==> config.mk <==
export PLATFORM = sky130hd
export DESIGN_NAME = four_bit_minmax_tracker
export DESIGN_NICKNAME = d
export VERILOG_FILES = /design/src/rtl/four_bit_minmax_tracker.sv
export SDC_FILE = /design/constraint.sdc
export NUM_CORES = 1
export LEC_CHECK = 0
export ABC_AREA = 1
export ABC_CLOCK_PERIOD_IN_PS = 1270
export CORE_MARGIN = 1.5
export CORE_UTILIZATION = 50
export CTS_BUF_LIST = sky130_fd_sc_hd__clkbuf_4
export DETAILED_ROUTE_END_ITERATION = 12
export DONT_BUFFER_PORTS = 1
export PLACE_DENSITY = 0.69
export SLEW_MARGIN = 20
export SYNTH_ARGS = -nofsm -noshare
export SYNTH_HDL_FRONTEND = slang
export SYNTH_SLANG_ARGS = --single-unit
==> constraint.sdc <==
create_clock -name clk -period 1.27 [get_ports clk]
set_input_delay 0.127 -clock clk [delete_from_list [all_inputs] [get_ports clk]]
set_output_delay 0.127 -clock clk [all_outputs]
set_load 0.05 [all_outputs]
==> src/rtl/four_bit_minmax_tracker.sv <==
// four_bit_minmax_tracker: per-frame running max/min tracker that borrows two
// external 4-bit magnitude comparators.
// Each accepted sample is held in cmp_a for one EVAL cycle. During that cycle
// the comparator flags decide how the running max, min and counters update.
// A frame result is held on out_* until the consumer takes it.
// Optional build macro: MINMAX_FLAG_CHECK_EN adds a sticky check (cmp_err) that
// the comparator flags are one-hot.
//
// Handshake: a transfer happens on a rising clk edge where valid & ready are
// both 1. The source keeps data stable while valid is high and ready is low.
// Valid does not depend combinationally on ready. in_ready depends only on the
// state and rst_n. out_valid is registered and falls only after a transfer.
module four_bit_minmax_tracker (
  input  logic       clk,
  input  logic       rst_n,
  input  logic       in_valid,
  output logic       in_ready,
  input  logic [3:0] in_data,
  input  logic       in_last,
  output logic [3:0] cmp_a,
  output logic [3:0] cmp_max,
  output logic [3:0] cmp_min,
  input  logic       max_lt,
  input  logic       max_gt,
  input  logic       max_eq,
  input  logic       min_lt,
  input  logic       min_gt,
  input  logic       min_eq,
  output logic       out_valid,
  input  logic       out_ready,
  output logic [3:0] out_max,
  output logic [3:0] out_min,
  output logic [4:0] out_len,
  output logic [4:0] out_max_cnt,
  output logic       cmp_err,
  output logic [1:0] dbg_state
);

  typedef enum logic [1:0] {
    S_IDLE = 2'd0,
    S_EVAL = 2'd1,
    S_WAIT = 2'd2,
    S_DONE = 2'd3
  } state_e;

  state_e     state_q, state_d;
  logic [3:0] a_q, a_d;
  logic       last_q, last_d;
  logic       first_q, first_d;
  logic [3:0] max_q, max_d;
  logic [3:0] min_q, min_d;
  logic [4:0] len_q, len_d;
  logic [4:0] cnt_q, cnt_d;
  logic [3:0] omax_q, omax_d;
  logic [3:0] omin_q, omin_d;
  logic [4:0] olen_q, olen_d;
  logic [4:0] ocnt_q, ocnt_d;
  logic       ov_q, ov_d;
  logic       accept;

  // Samples are taken only while no frame sample is being evaluated and no
  // result is pending. The gate with rst_n keeps ready low during reset.
  assign in_ready = rst_n & ((state_q == S_IDLE) | (state_q == S_WAIT));
  assign accept   = in_valid & in_ready;

  assign cmp_a       = a_q;
  assign cmp_max     = max_q;
  assign cmp_min     = min_q;
  assign out_valid   = ov_q;
  assign out_max     = omax_q;
  assign out_min     = omin_q;
  assign out_len     = olen_q;
  assign out_max_cnt = ocnt_q;
  assign dbg_state   = state_q;

  // Next-state and datapath update for the sample/frame FSM.
  always_comb begin
    state_d = state_q;
    a_d     = a_q;
    last_d  = last_q;
    first_d = first_q;
    max_d   = max_q;
    min_d   = min_q;
    len_d   = len_q;
    cnt_d   = cnt_q;
    omax_d  = omax_q;
    omin_d  = omin_q;
    olen_d  = olen_q;
    ocnt_d  = ocnt_q;
    ov_d    = ov_q;
    case (state_q)
      S_IDLE, S_WAIT: begin
        if (accept) begin
          a_d     = in_data;
          last_d  = in_last;
          // A sample taken from IDLE opens a new frame.
          first_d = (state_q == S_IDLE);
          state_d = S_EVAL;
        end
      end
      S_EVAL: begin
        if (first_q) begin
          // The first sample seeds the registers, so the flags are not used.
          max_d = a_q;
          min_d = a_q;
          cnt_d = 5'd1;
          len_d = 5'd1;
        end else begin
          // A new max resets the tie count. An equal sample extends it.
          if (max_gt) begin
            max_d = a_q;
            cnt_d = 5'd1;
          end else if (max_eq) begin
            cnt_d = (cnt_q == 5'd31) ? 5'd31 : cnt_q + 5'd1;
          end
          if (min_lt) begin
            min_d = a_q;
          end
          len_d = (len_q == 5'd31) ? 5'd31 : len_q + 5'd1;
        end
        if (last_q) begin
          omax_d  = max_d;
          omin_d  = min_d;
          olen_d  = len_d;
          ocnt_d  = cnt_d;
          ov_d    = 1'b1;
          state_d = S_DONE;
        end else begin
          state_d = S_WAIT;
        end
      end
      S_DONE: begin
        // A transfer needs out_valid to be high already before this edge.
        if (ov_q && out_ready) begin
          ov_d    = 1'b0;
          state_d = S_IDLE;
        end
      end
      default: state_d = S_IDLE;
    endcase
  end

  // State and datapath registers. Reset discards any open or pending frame.
  always_ff @(posedge clk or negedge rst_n) begin
    if (!rst_n) begin
      state_q <= S_IDLE;
      a_q     <= 4'd0;
      last_q  <= 1'b0;
      first_q <= 1'b0;
      max_q   <= 4'd0;
      min_q   <= 4'd0;
      len_q   <= 5'd0;
      cnt_q   <= 5'd0;
      omax_q  <= 4'd0;
      omin_q  <= 4'd0;
      olen_q  <= 5'd0;
      ocnt_q  <= 5'd0;
      ov_q    <= 1'b0;
    end else begin
      state_q <= state_d;
      a_q     <= a_d;
      last_q  <= last_d;
      first_q <= first_d;
      max_q   <= max_d;
      min_q   <= min_d;
      len_q   <= len_d;
      cnt_q   <= cnt_d;
      omax_q  <= omax_d;
      omin_q  <= omin_d;
      olen_q  <= olen_d;
      ocnt_q  <= ocnt_d;
      ov_q    <= ov_d;
    end
  end

`ifdef MINMAX_FLAG_CHECK_EN
  logic err_q, err_d;
  logic flags_bad;

  // Only non-first EVAL cycles use the flags, so only those cycles are checked.
  assign flags_bad = (state_q == S_EVAL) && !first_q &&
                     (!$onehot({max_lt, max_gt, max_eq}) ||
                      !$onehot({min_lt, min_gt, min_eq}));

  // Once set, the error stays set until reset.
  always_comb begin
    err_d = err_q;
    if (flags_bad) begin
      err_d = 1'b1;
    end
  end

  // Register for the sticky comparator fault.
  always_ff @(posedge clk or negedge rst_n) begin
    if (!rst_n) begin
      err_q <= 1'b0;
    end else begin
      err_q <= err_d;
    end
  end

  assign cmp_err = err_q;
`else
  // These flags are read only by the optional check.
  logic unused_flags;
  assign unused_flags = ^{max_lt, min_gt, min_eq};
  assign cmp_err      = 1'b0;
`endif

endmodule
== Word level (Yosys, flattened, before mapping) ==
Cells that the tools add are included.

* Word-level logic and storage cells: 51
* Flip-flop bits (word level): 45
* Output and inout bits: 35

* Equal/unequal tests: 8
* Bitwise operators: 3
* Add/subtract/negate cells: 2
* Reduce and logical (&&, ||, !) cells: 8
* Muxes and demuxes: 17

{| class="wikitable"
|+ Operators by type and width
! cell !! count
|-
| 2-to-1 mux 5 bit || 6
|-
| 2-to-1 mux 4 bit || 4
|-
| adder 5 x 1 -> 5 bit, second input constant || 2
|-
| == test 5 bit, second input constant || 2
|-
| != test 2 bit, second input constant || 3
|-
| one-hot mux 2 bit (3 select lines) || 1
|-
| AND reduction 2 bit || 3
|-
| == test 2 bit, second input constant || 2
|-
| 2-to-1 mux 2 bit || 2
|-
| 2-to-1 mux 1 bit || 3
|-
| AND reduction 3 bit || 1
|-
| bitwise AND 1 bit || 2
|-
| == test 2 x 1 -> 1 bit, second input constant || 1
|-
| zero test 2 bit || 1
|-
| one-hot mux 1 bit (2 select lines) || 1
|-
| nonzero test 2 bit || 1
|-
| OR reduction 2 bit || 1
|-
| logical AND 1 bit || 1
|-
| OR 1 bit || 1
|}

== Longest topological paths before layout ==
Gate-level depths: netlist (run 1).

* Word-level depth: 6
* Depth in mapped cells: 8
* Gate-level depth less buffers: 7

== Worst setup path after synthesis (run 1) ==
Ideal clock, no wire load.

* Path kind: flip-flop to flip-flop
* Start point: register state_q[0] (netlist: dbg_state[0])
* End point: register a_q[0] (netlist: cmp_a[0])
* Data arrival time: 2097 ps
* Cell stages (with the launch flop): 4
* Library setup time: 125 ps
* Path slack: -951 ps
* Path through: dfrtp_1 -> nor2_1 -> nand2_1 -> mux2_2

* Longest elaborated chain between the ends: 5
* Elaborated cells between the ends (all ways): 7
* Those cells by class: eq/ne (1); bitwise (3); reduce/logical (3)

{| class="wikitable"
|+ RTL lines
! item !! RTL line !! RTL
|-
| from (decl) || 46 || <nowiki>state_e state_q, state_d;</nowiki>
|-
| from (signal assigned) || 160 || <nowiki>state_q <= state_d;</nowiki>
|-
| == test 2 bit / zero test 2 bit (equally long branches) || 63 || <nowiki>assign in_ready = rst_n & ((state_q == S_IDLE) | (state_q == S_WAIT));</nowiki>
|-
| OR 1 bit (*) || 63 ||
|-
| bitwise AND 1 bit (*) || 63 ||
|-
| via in_ready || 17 || <nowiki>output logic in_ready,</nowiki>
|-
| bitwise AND 1 bit (*) || 64 || <nowiki>assign accept = in_valid & in_ready;</nowiki>
|-
| AND reduction 2 bit (no source line) (*) || n/a ||
|-
| to (signal assigned) || 147 || <nowiki>a_q <= 4'd0;</nowiki>
|-
| to (signal assigned) || 161 || <nowiki>a_q <= a_d;</nowiki>
|-
| to (decl) || 47 || <nowiki>logic [3:0] a_q, a_d;</nowiki>
|}

Mark *: on every way through the listed nets, which the timed path passes. The rest lies on a longest branch.
A chain may end at the register's enable or synchronous reset.

== Worst setup path in the final report (run 1) ==
* Start point: register state_q[0] (netlist: dbg_state[0])
* End point: output in_ready

* Longest elaborated chain between the ends: 3
* Elaborated cells between the ends (all ways): 4
* Those cells by class: eq/ne (1); bitwise (2); reduce/logical (1)

{| class="wikitable"
|+ RTL lines
! item !! RTL line
|-
| == test 2 bit / zero test 2 bit (equally long branches) || 63
|-
| OR 1 bit (*) || 63
|-
| bitwise AND 1 bit (*) || 63
|-
| to (decl) || 17
|}

Mark *: on every way between the ends. The rest lies on a longest branch, timed or not.

==> results.json, run 1 <==
{
  "run_status": "finished clean",
  "switching_share_pct": 51.1,
  "hold_path_class": "in2reg",
  "post-layout-total-power_mw": 7.94,
  "avgRoutedWirePerCell_um": 13.4,
  "hold_violations": 0,
  "remaining_number_of_nets_flagged_by_the_antenna_check_after_routing": 0,
  "ys_dominant_reg_cell": "dfrtp_1",
  "clock_sink_count": 45,
  "grt_pass1_vias": 1605,
  "i_o_pins": 50,
  "synth_largest_type_area_fraction_pct": 54.7,
  "grt_start_max_net_pins": 46,
  "finish.utilization_pct": 67.4,
  "gp_congestion": 0.855,
  "floorplan.die.width_um": 67.2,
  "final_period_minus_worst_setup_slack_ns": 1.25,
  "seq_area_frac_synth_pct": 54.7,
  "worstSkewPairLatency_ns": 0.37,
  "timing.setup.critical_path_class": "reg2out",
  "async_flop_share_pct": 100,
  "grt_remaining_overflow": 0,
  "final_cell_count_without_fillers": 331,
  "power_report.internal_total_mw": 3.88,
  "finClkSkew_ns": 0.0184,
  "detailedPlace.worstSlack_ns": -0.0272,
  "count_of_yosys_warnings_during_synthesis": 0,
  "clk_pin_slew_ns": 0.14,
  "netlist_instances": 231,
  "vertical_die_dimension_um": 67.2,
  "dp.final_hpwl_um": 2850,
  "power_switching_mw": 4.06,
  "initial_core_util_pct": 51.8,
  "power.clock.fraction_pct": 11.2,
  "vias": 1671,
  "grt_setup_unrepaired": "true",
  "rows": 23,
  "ys_seq_elements": 45,
  "netlist_top_cells_area": "dfrtp_1, nand2_1, o21ai_0, o21ai_2, nand3_1",
  "fin_nets": 297,
  "comb_power_share_pct": 52.5,
  "antennaDiodeCount": 0,
  "total_clock_buffers_created_by_cts": 5,
  "fp.dieArea_um2": 4510,
  "maxCapViolCount": 0,
  "post_synth.cell_area_avg_um2": 8.91,
  "pwr-share-seq_pct": 36.4,
  "instance_count_after_placement_with_tap_cells_included": 308,
  "clk_root_buffer_cell": "clkbuf_4",
  "dr_wl_met2_um": 2250,
  "route.detailed.vias_per_inst": 5.05,
  "wl_met3_um": 217,
  "layout-area-overhead-vs-synth_pct": 30.0,
  "top_post_synthesis_cells_by_count": "nand2_1, dfrtp_1, o21ai_0, inv_1, nand3_1",
  "detail_route.iter0.violations": 87,
  "post_synth_edffs": 0,
  "final_max_slew_viol_count": 0,
  "global_route_usage_sum_pct": 20.6,
  "crit_path_start_kind": "flop",
  "finalSetupViolCount": 0,
  "wirelength_met1_um": 1900,
  "critPathRequiredTime_ns": 1.14,
  "cts_tree": "done",
  "antenna_found_initial": 0,
  "power_density_nw_per_um2": 2970,
  "endpoint_kind": "output port",
  "synth_most_common_cell": "nand2_1",
  "mappedNetlistArea_um2": 2060,
  "finalHoldWorstSlack_ns": 0.0921,
  "final.period_utilization_pct": 98.8,
  "total_leakage_power_nw": 1.33,
  "route.detailed.drc": 0,
  "synth_nets": 248,
  "top_sig_layer": "met4",
  "h-tree-depth": 2,
  "worst-path-max-fanout": 3,
  "data_arrival_time_of_the_worst_path_ns": 1.13,
  "ff_to_ff_setup_slack_ns": 0.03,
  "placement.io_buffers": 0,
  "total_wirelength_of_the_detailed_routed_design_um": 4440,
  "synth_cell_types": 22,
  "final_worst_setup_slack_ns": 0.0153,
  "core_area_um2": 3970,
  "cts_max_path_buffers": 2,
  "post_route_cells_drive_above_1_share_pct": 34.9,
  "dr.pass1.iters": 5,
  "synthDominantAreaCellType": "dfrtp_1",
  "vdd_ir_max_v": 0.00172,
  "grt_pass1_wl_um": 6860,
  "highest_attainable_clock_frequency_ghz": 0.797
}
power groups by stage:
| stage | Sequential (mW) | Clock, mW | Combinational [mW] |
|---|---|---|---|
| after detailed placement | 2.90 | 0 | 3.86 |
| after CTS | 2.87 | 0.908 | 4.01 |
| final | 2.89 | 0.885 | 4.17 |
| after global routing | 2.97 | 0.957 | 4.50 |
| after floorplan | 4.08 | 0 | 1.58 |
| after global placement | 2.89 | 0 | 3.79 |
state kept, by name, summed over array words and instances, names as in the netlist:
name	flops
out_max	4
last_q	1
cmp_a	4
cmp_max	4
out_valid	1
cnt_q	5
first_q	1
len_q	5
cmp_min	4
out_min	4
out_len	5
out_max_cnt	5
dbg_state	2
per-layer routing:
metal / track usage (%) / vias to the layer above
met3: 3.67 / 6
met2: 34.0 / 39
li1: - / 841
met4: 9.95 / 0
met1: 26.1 / 785
met5: 0 / -
cell type report:
cell class / instances / area [µm²]
Sequential cell: 45 / 1130
Timing Repair Buffer: 50 / 432
Clock inverter: 2 / 33.8
Inverter: 21 / 83.8
Clock buffer: 6 / 45.0
Fill cell: 316 / 1300
Tap cell: 50 / 62.6
Multi-Input combinational cell: 157 / 890
final timing paths:
check / start / end / cells after the start
setup reg to reg: cnt_q[1] / cnt_q[1] / 5
max in group asynchronous: rst_n / dbg_state[1] / 2
hold / removal: max_gt / cnt_q[2] / 4
setup / recovery: dbg_state[0] / in_ready / 2
hold reg to reg: out_min[0] / out_min[0] / 2
min in group asynchronous: rst_n / cnt_q[0] / 2
repair_timing:
item | 4_1_cts | 5_1_grt
setup endpoints to repair | 12 | 27
resized for setup | 8 | 29
hold buffers | 9 | 0
buffers inserted | 2 | 4
pin swaps | 2 | 7
endpoints found under the hold margin | 54 | 0
critical path, cell delays in order, from the launching register on:
cell	delay [ns]
dfrtp_2	0.46
nor2_4	0.13
buf_6	0.17
cells by family after synthesis:
logic type      Yosys count  synth area share [%]
xor+xnor                  1                 0.426
simple gates            107                  22.5
buf+inv                  29                  6.56
compound gates           42                  12.2
fa+ha+maj                 2                  1.22
mux                       4                  2.19
flops                    45                  54.7
other cells               1                 0.182
cell usage in the layout, fill, tap and decap left out, types with 6 or more instances in the layout:
| cell type | count |
|---|---|
| nand2_1 | 66 |
| dfrtp_1 | 43 |
| buf_4 | 39 |
| inv_1 | 17 |
| o21ai_2 | 16 |
| nand3_1 | 16 |
| o21ai_1 | 11 |
| o21ai_0 | 9 |
| nand2_2 | 8 |
| dlygate4sd3_1 | 8 |
| clkbuf_4 | 6 |
stage by stage:
stage / setup TNS [ns] / cell area (µm²)
final: 0 / 2680
after global routing: -0.261 / 2680
after CTS: -0.00137 / 2580
after detailed placement: -0.0651 / 2370
after global placement: 0 / 2370
after floorplan: -2.65 / 2100
Note: power is estimated with default switching activity, not from simulation.
==> run 2: changes to the inputs <==
ABC_CLOCK_PERIOD_IN_PS = 1060   (was 1270)
CAP_MARGIN = 20   (was unset)
clock period = 1.06 ns   (was 1.27 ns; I/O delays follow)
==> run 2 against run 1 <==
Compared with the run above: the run now ends with hold timing, setup timing left; worst hold slack worse by 0.70 ns; clock power up 22%; combinational power up 100%; register-to-register slack worse by 0.32 ns; sequential share of layout area down 9.1 points; first-iteration DRC count rose to 2.9 times the previous value; worst setup slack worse by 0.30 ns; non-clock buffer count up 47; critical path type is now reg2reg; critical path depth up 3.
==> results.json, run 2 (synthesis results as in run 1) <==
{
  "floorplan.die.width_um": 67.2,
  "gp_congestion": 0.913,
  "final_max_slew_viol_count": 0,
  "grt_pass1_vias": 1884,
  "total_clock_buffers_created_by_cts": 5,
  "finalSetupViolCount": 58,
  "clk_root_buffer_cell": "clkbuf_4",
  "detail_route.iter0.violations": 251,
  "final.period_utilization_pct": 127,
  "final_worst_setup_slack_ns": -0.287,
  "detailedPlace.worstSlack_ns": -0.204,
  "vias": 2116,
  "post-layout-total-power_mw": 12.5,
  "route.detailed.vias_per_inst": 5.60,
  "dp.final_hpwl_um": 3050,
  "highest_attainable_clock_frequency_ghz": 0.742,
  "hold_path_class": "in2async",
  "worstSkewPairLatency_ns": 0.38,
  "global_route_usage_sum_pct": 27.1,
  "timing.setup.critical_path_class": "reg2reg",
  "grt_remaining_overflow": 0,
  "crit_path_start_kind": "flop",
  "worst_path_dominant_cell_family": "flip-flops",
  "core_area_um2": 3970,
  "vdd_ir_max_v": 0.00240,
  "final_period_minus_worst_setup_slack_ns": 1.35,
  "antennaDiodeCount": 0,
  "initial_core_util_pct": 51.8,
  "slowest_delay_ns": 0.44,
  "total_leakage_power_nw": 1.68,
  "fin_nets": 344,
  "dr.pass1.iters": 4,
  "hold_violations": 45,
  "final_cell_mix": "nand2_1, dfrtp_1, buf_4, buf_6",
  "clk_pin_slew_ns": 0.14,
  "post_route_cells_drive_above_1_share_pct": 49.4,
  "rows": 23,
  "power_density_nw_per_um2": 3680,
  "slowest_library_cell_on_the_worst_path": "dfrtp_1",
  "cts_tree": "done",
  "crit_chain": "ha_4 > nand4_1 > a21oi_2 > nand2_1 > nand2_1",
  "instance_count_after_placement_with_tap_cells_included": 326,
  "dpl_cell_area_um2": 2530,
  "grt_setup_unrepaired": "true",
  "route.detailed.drc": 0,
  "finalHoldWorstSlack_ns": -0.608,
  "layout_commonest_cell": "nand2_1",
  "vertical_die_dimension_um": 67.2,
  "remaining_number_of_nets_flagged_by_the_antenna_check_after_routing": 0,
  "clock_sink_count": 45,
  "finClkSkew_ns": 0.0215,
  "critPathRequiredTime_ns": 1.37,
  "grt_pass1_wl_um": 8960,
  "critical_path_buf_inv_count": 0,
  "failed_checks": "hold timing, setup timing",
  "finish.utilization_pct": 85.8,
  "antenna_found_initial": 0,
  "endpoint_kind": "flop",
  "layout-area-overhead-vs-synth_pct": 65.6,
  "cts_max_path_buffers": 2,
  "i_o_pins": 50,
  "fp.dieArea_um2": 4510,
  "worst-path-max-fanout": 4,
  "grt_start_max_net_pins": 47,
  "run_status": "complete, but fails checks",
  "placement.io_buffers": 0,
  "data_arrival_time_of_the_worst_path_ns": 1.66,
  "nFillCells": 197,
  "final_cell_count_without_fillers": 378,
  "path_common_cell": "nand2_1",
  "avgRoutedWirePerCell_um": 18.2,
  "total_wirelength_of_the_detailed_routed_design_um": 6870,
  "design_area_um2": 3410,
  "hold_buffers": 7,
  "h-tree-depth": 2,
  "maxCapViolCount": 0
}
==> run 2: cell types whose count changed in the layout (fill, tap and decap cells not counted), moves of 3 or more <==
cell / delta
buf_8: +5
nand2_1: -10
nand3_1: -6
buf_12: +3
buf_6: +34
nand3_2: +6
nand2_2: +9
==> run 2: layout make-up <==
class / count / area, µm² / area share [%]
Timing Repair Buffer: 97 / 1060 / 31.1
Inverter: 21 / 91.3 / 2.68
Tap cell: 50 / 62.6 / 1.84
Multi-Input combinational cell: 157 / 987 / 29.0
Clock buffer: 6 / 45.0 / 1.32
Sequential cell: 45 / 1130 / 33.1
Clock inverter: 2 / 33.8 / 0.991
==> run 2: through the flow <==
| step | hold WS (ns) | setup TNS (ns) |
|---|---|---|
| 2_1_floorplan | -0.190 | -11.79 |
| 3_3_place_gp | -0.188 | -2.96 |
| 3_5_place_dp | -0.189 | -3.95 |
| 4_1_cts | -0.595 | -6.31 |
| 5_1_grt | -0.616 | -12.55 |
| 6_report | -0.608 | -9.41 |
==> run 2: path summary, 6_finish.rpt <==
path	startpoint	endpoint	slack (ns)	cells after the start
max in group asynchronous	rst_n	dbg_state[0]	1.55	0
hold / removal	rst_n	out_max_cnt[1]	-0.61	0
setup reg to reg	len_q[0]	len_q[1]	-0.29	5
setup / recovery	len_q[0]	len_q[1]	-0.29	5
hold reg to reg	out_len[0]	out_len[0]	0.52	2
min in group clk	max_eq	cnt_q[4]	0.07	6
==> run 2: timing repair <==
| action | 4_1_cts | 5_1_grt |
|---|---|---|
| hold endpoints to repair | 54 | 45 |
| pin swaps | 14 | 9 |
| resized for setup | 82 | 32 |
| cloned | 3 | 2 |
| setup buffers | 27 | 7 |
| endpoints found under the setup margin | 70 | 79 |
==> run 2: where the power goes <==
part	total, mW	internal [mW]	switching (mW)
registers	3.00	2.43	0.577
clock network	1.08	0.517	0.567
logic	8.45	3.68	4.78
total	12.5	6.62	5.92
==> run 2: metal layers <==
| layer | up-vias | global-route usage, % | share of wire [%] |
|---|---|---|---|
| met3 | 18 | 6.83 | 7.9 |
| li1 | 938 | - | - |
| met1 | 1044 | 33.2 | 39 |
| met2 | 116 | 47.3 | 51 |
| met5 | - | 0 | 0 |
| met4 | 0 | 8.16 | 2.3 |
==> run 3: changes to the inputs <==
ABC_CLOCK_PERIOD_IN_PS = 1700   (was 1060)
CORE_MARGIN = 2   (was 1.5)
PLACE_DENSITY = 0.66   (was 0.69)
clock period = 1.7 ns   (was 1.06 ns; I/O delays follow)
==> run 3 against run 2 <==
Compared with the run above: the run now ends clean; worst setup slack gained 0.55 ns; global-route usage shrank 6.7 points; cell count shrank 21%; critical path type unchanged; highest routed layer unchanged.
==> results.json, run 3 (synthesis results as in run 1) <==
{
  "grt_pass1_vias": 1505,
  "global_route_met3_utilization_pct": 6.09,
  "timing.setup.critical_path_class": "reg2reg",
  "worst_hold_path.endpoint": "dbg_state[1]",
  "critPathRequiredTime_ns": 1.95,
  "dr.pass1.iters": 4,
  "finalHoldWorstSlack_ns": 0.0216,
  "grt_pass1_wl_um": 6870,
  "clock_sink_count": 45,
  "total_clock_buffers_created_by_cts": 5,
  "h-tree-depth": 2,
  "grt_remaining_overflow": 0,
  "placement.io_buffers": 0,
  "ff_to_ff_setup_slack_ns": 0.26,
  "maxCapViolCount": 0,
  "data_arrival_time_of_the_worst_path_ns": 1.69,
  "total_wirelength_of_the_detailed_routed_design_um": 4040,
  "slowest_library_cell_on_the_worst_path": "dfrtp_1",
  "global_route.usage.met2_pct": 32.8,
  "timing.setup.tns_ns": 0,
  "rows": 23,
  "detail_route.iter0.violations": 136,
  "route.detailed.drc": 0,
  "worstSkewPairLatency_ns": 0.36,
  "hold_violations": 0,
  "antenna_found_initial": 0,
  "path_common_cell": "inv_2",
  "initial_core_util_pct": 51.8,
  "vertical_die_dimension_um": 68.2,
  "crit_chain": "inv_2 > nor2_4 > inv_2 > nor2_8 > inv_2 > buf_12 > nand2_1 > o21ai_2",
  "layout-area-overhead-vs-synth_pct": 12.8,
  "route.detailed.vias_per_inst": 5.06,
  "critical_path_buf_inv_count": 4,
  "final_cell_mix": "nand2_1, dfrtp_1, o21ai_0, inv_1, nand3_1",
  "cts_resized": 0,
  "clk_pin_slew_ns": 0.12,
  "i_o_pins": 50,
  "design_area_um2": 2320,
  "avgRoutedWirePerCell_um": 13.5,
  "hold_path_class": "in2reg",
  "post_route_cells_drive_above_1_share_pct": 17.2,
  "remaining_number_of_nets_flagged_by_the_antenna_check_after_routing": 0,
  "reg2reg_depth": 8,
  "worstHoldStart": "out_ready",
  "finalSetupViolCount": 0,
  "dpl_cell_area_um2": 2170,
  "worst_path_dominant_cell_family": "buffers and inverters",
  "crit-reg2reg-capture": "out_min[1]",
  "grt_start_max_net_pins": 46,
  "worst-path-max-fanout": 18,
  "final.period_utilization_pct": 84.6,
  "vias": 1517,
  "global_route_usage_sum_pct": 20.5,
  "cts_max_path_buffers": 2,
  "cts_tree": "done",
  "dp.final_hpwl_um": 2710,
  "slowest_delay_ns": 0.45,
  "run_status": "finished clean",
  "crit_cells": 8,
  "highest_attainable_clock_frequency_ghz": 0.695,
  "postCtsSetupBuffers": 0,
  "clk_root_buffer_cell": "clkbuf_4",
  "globalRouteMet1Util_pct": 26.1,
  "gp_congestion": 0.757,
  "final_max_slew_viol_count": 0,
  "worstHoldPathCells": 3,
  "endpoint_kind": "flop",
  "layout_commonest_cell": "nand2_1",
  "fp.dieArea_um2": 4650,
  "r2r-start": "dbg_state[0]",
  "gr-max-usage-layer": "met2",
  "fin_nets": 267,
  "final_period_minus_worst_setup_slack_ns": 1.44,
  "core_area_um2": 3970,
  "timing.slew.headroom_pct": 63.9,
  "timing_worst_slew_pin_value_ns": 0.542,
  "hold_buffers": 8,
  "finClkSkew_ns": 0.0134,
  "floorplan.die.width_um": 68.2,
  "antennaDiodeCount": 0,
  "finish.utilization_pct": 58.4,
  "grt_setup_unrepaired": "false",
  "crit_path_start_kind": "flop"
}
-- run 3: per-layer routing --
metal	part of all wire, %	vias to the layer above
li1	-	780
met2	48	31
met4	1.5	0
met3	4.5	5
met5	0	-
met1	46	701
-- run 3: tightest hold or removal path: stages --
cell     delay, ns
a21oi_1       0.04
inv_1         0.06
nand3_1       0.07
-- run 3: metrics by stage --
step | setup slack, ns | std cells
after floorplan | 0.0123 | 231
after global placement | 0.276 | 285
after detailed placement | 0.265 | 285
after CTS | 0.242 | 300
after global routing | 0.127 | 300
final | 0.262 | 300
-- run 3: worst max-delay path by stage --
stage	slack, ns	to	startpoint
after floorplan	0.01	cmp_a[0]	dbg_state[0]
after global placement	0.28	out_min[1]	dbg_state[0]
after detailed placement	0.26	out_max[2]	dbg_state[0]
after CTS	0.24	out_max[2]	dbg_state[0]
after global routing	0.13	cmp_max[2]	first_q
final	0.26	out_min[1]	dbg_state[0]
-- run 3: cell type report --
class,instances,area [µm²]
clock buffers,6,45.0
clock inverters,1,3.75
fillers,375,1650
inverters,21,78.8
multi-input cells,157,805
flip-flops and latches,45,1130
well taps,50,62.6
repair buffers,20,200
Power of run 3 is not shown: default switching activity piles up to over one toggle a cycle in this logic, so the estimate is an artifact.
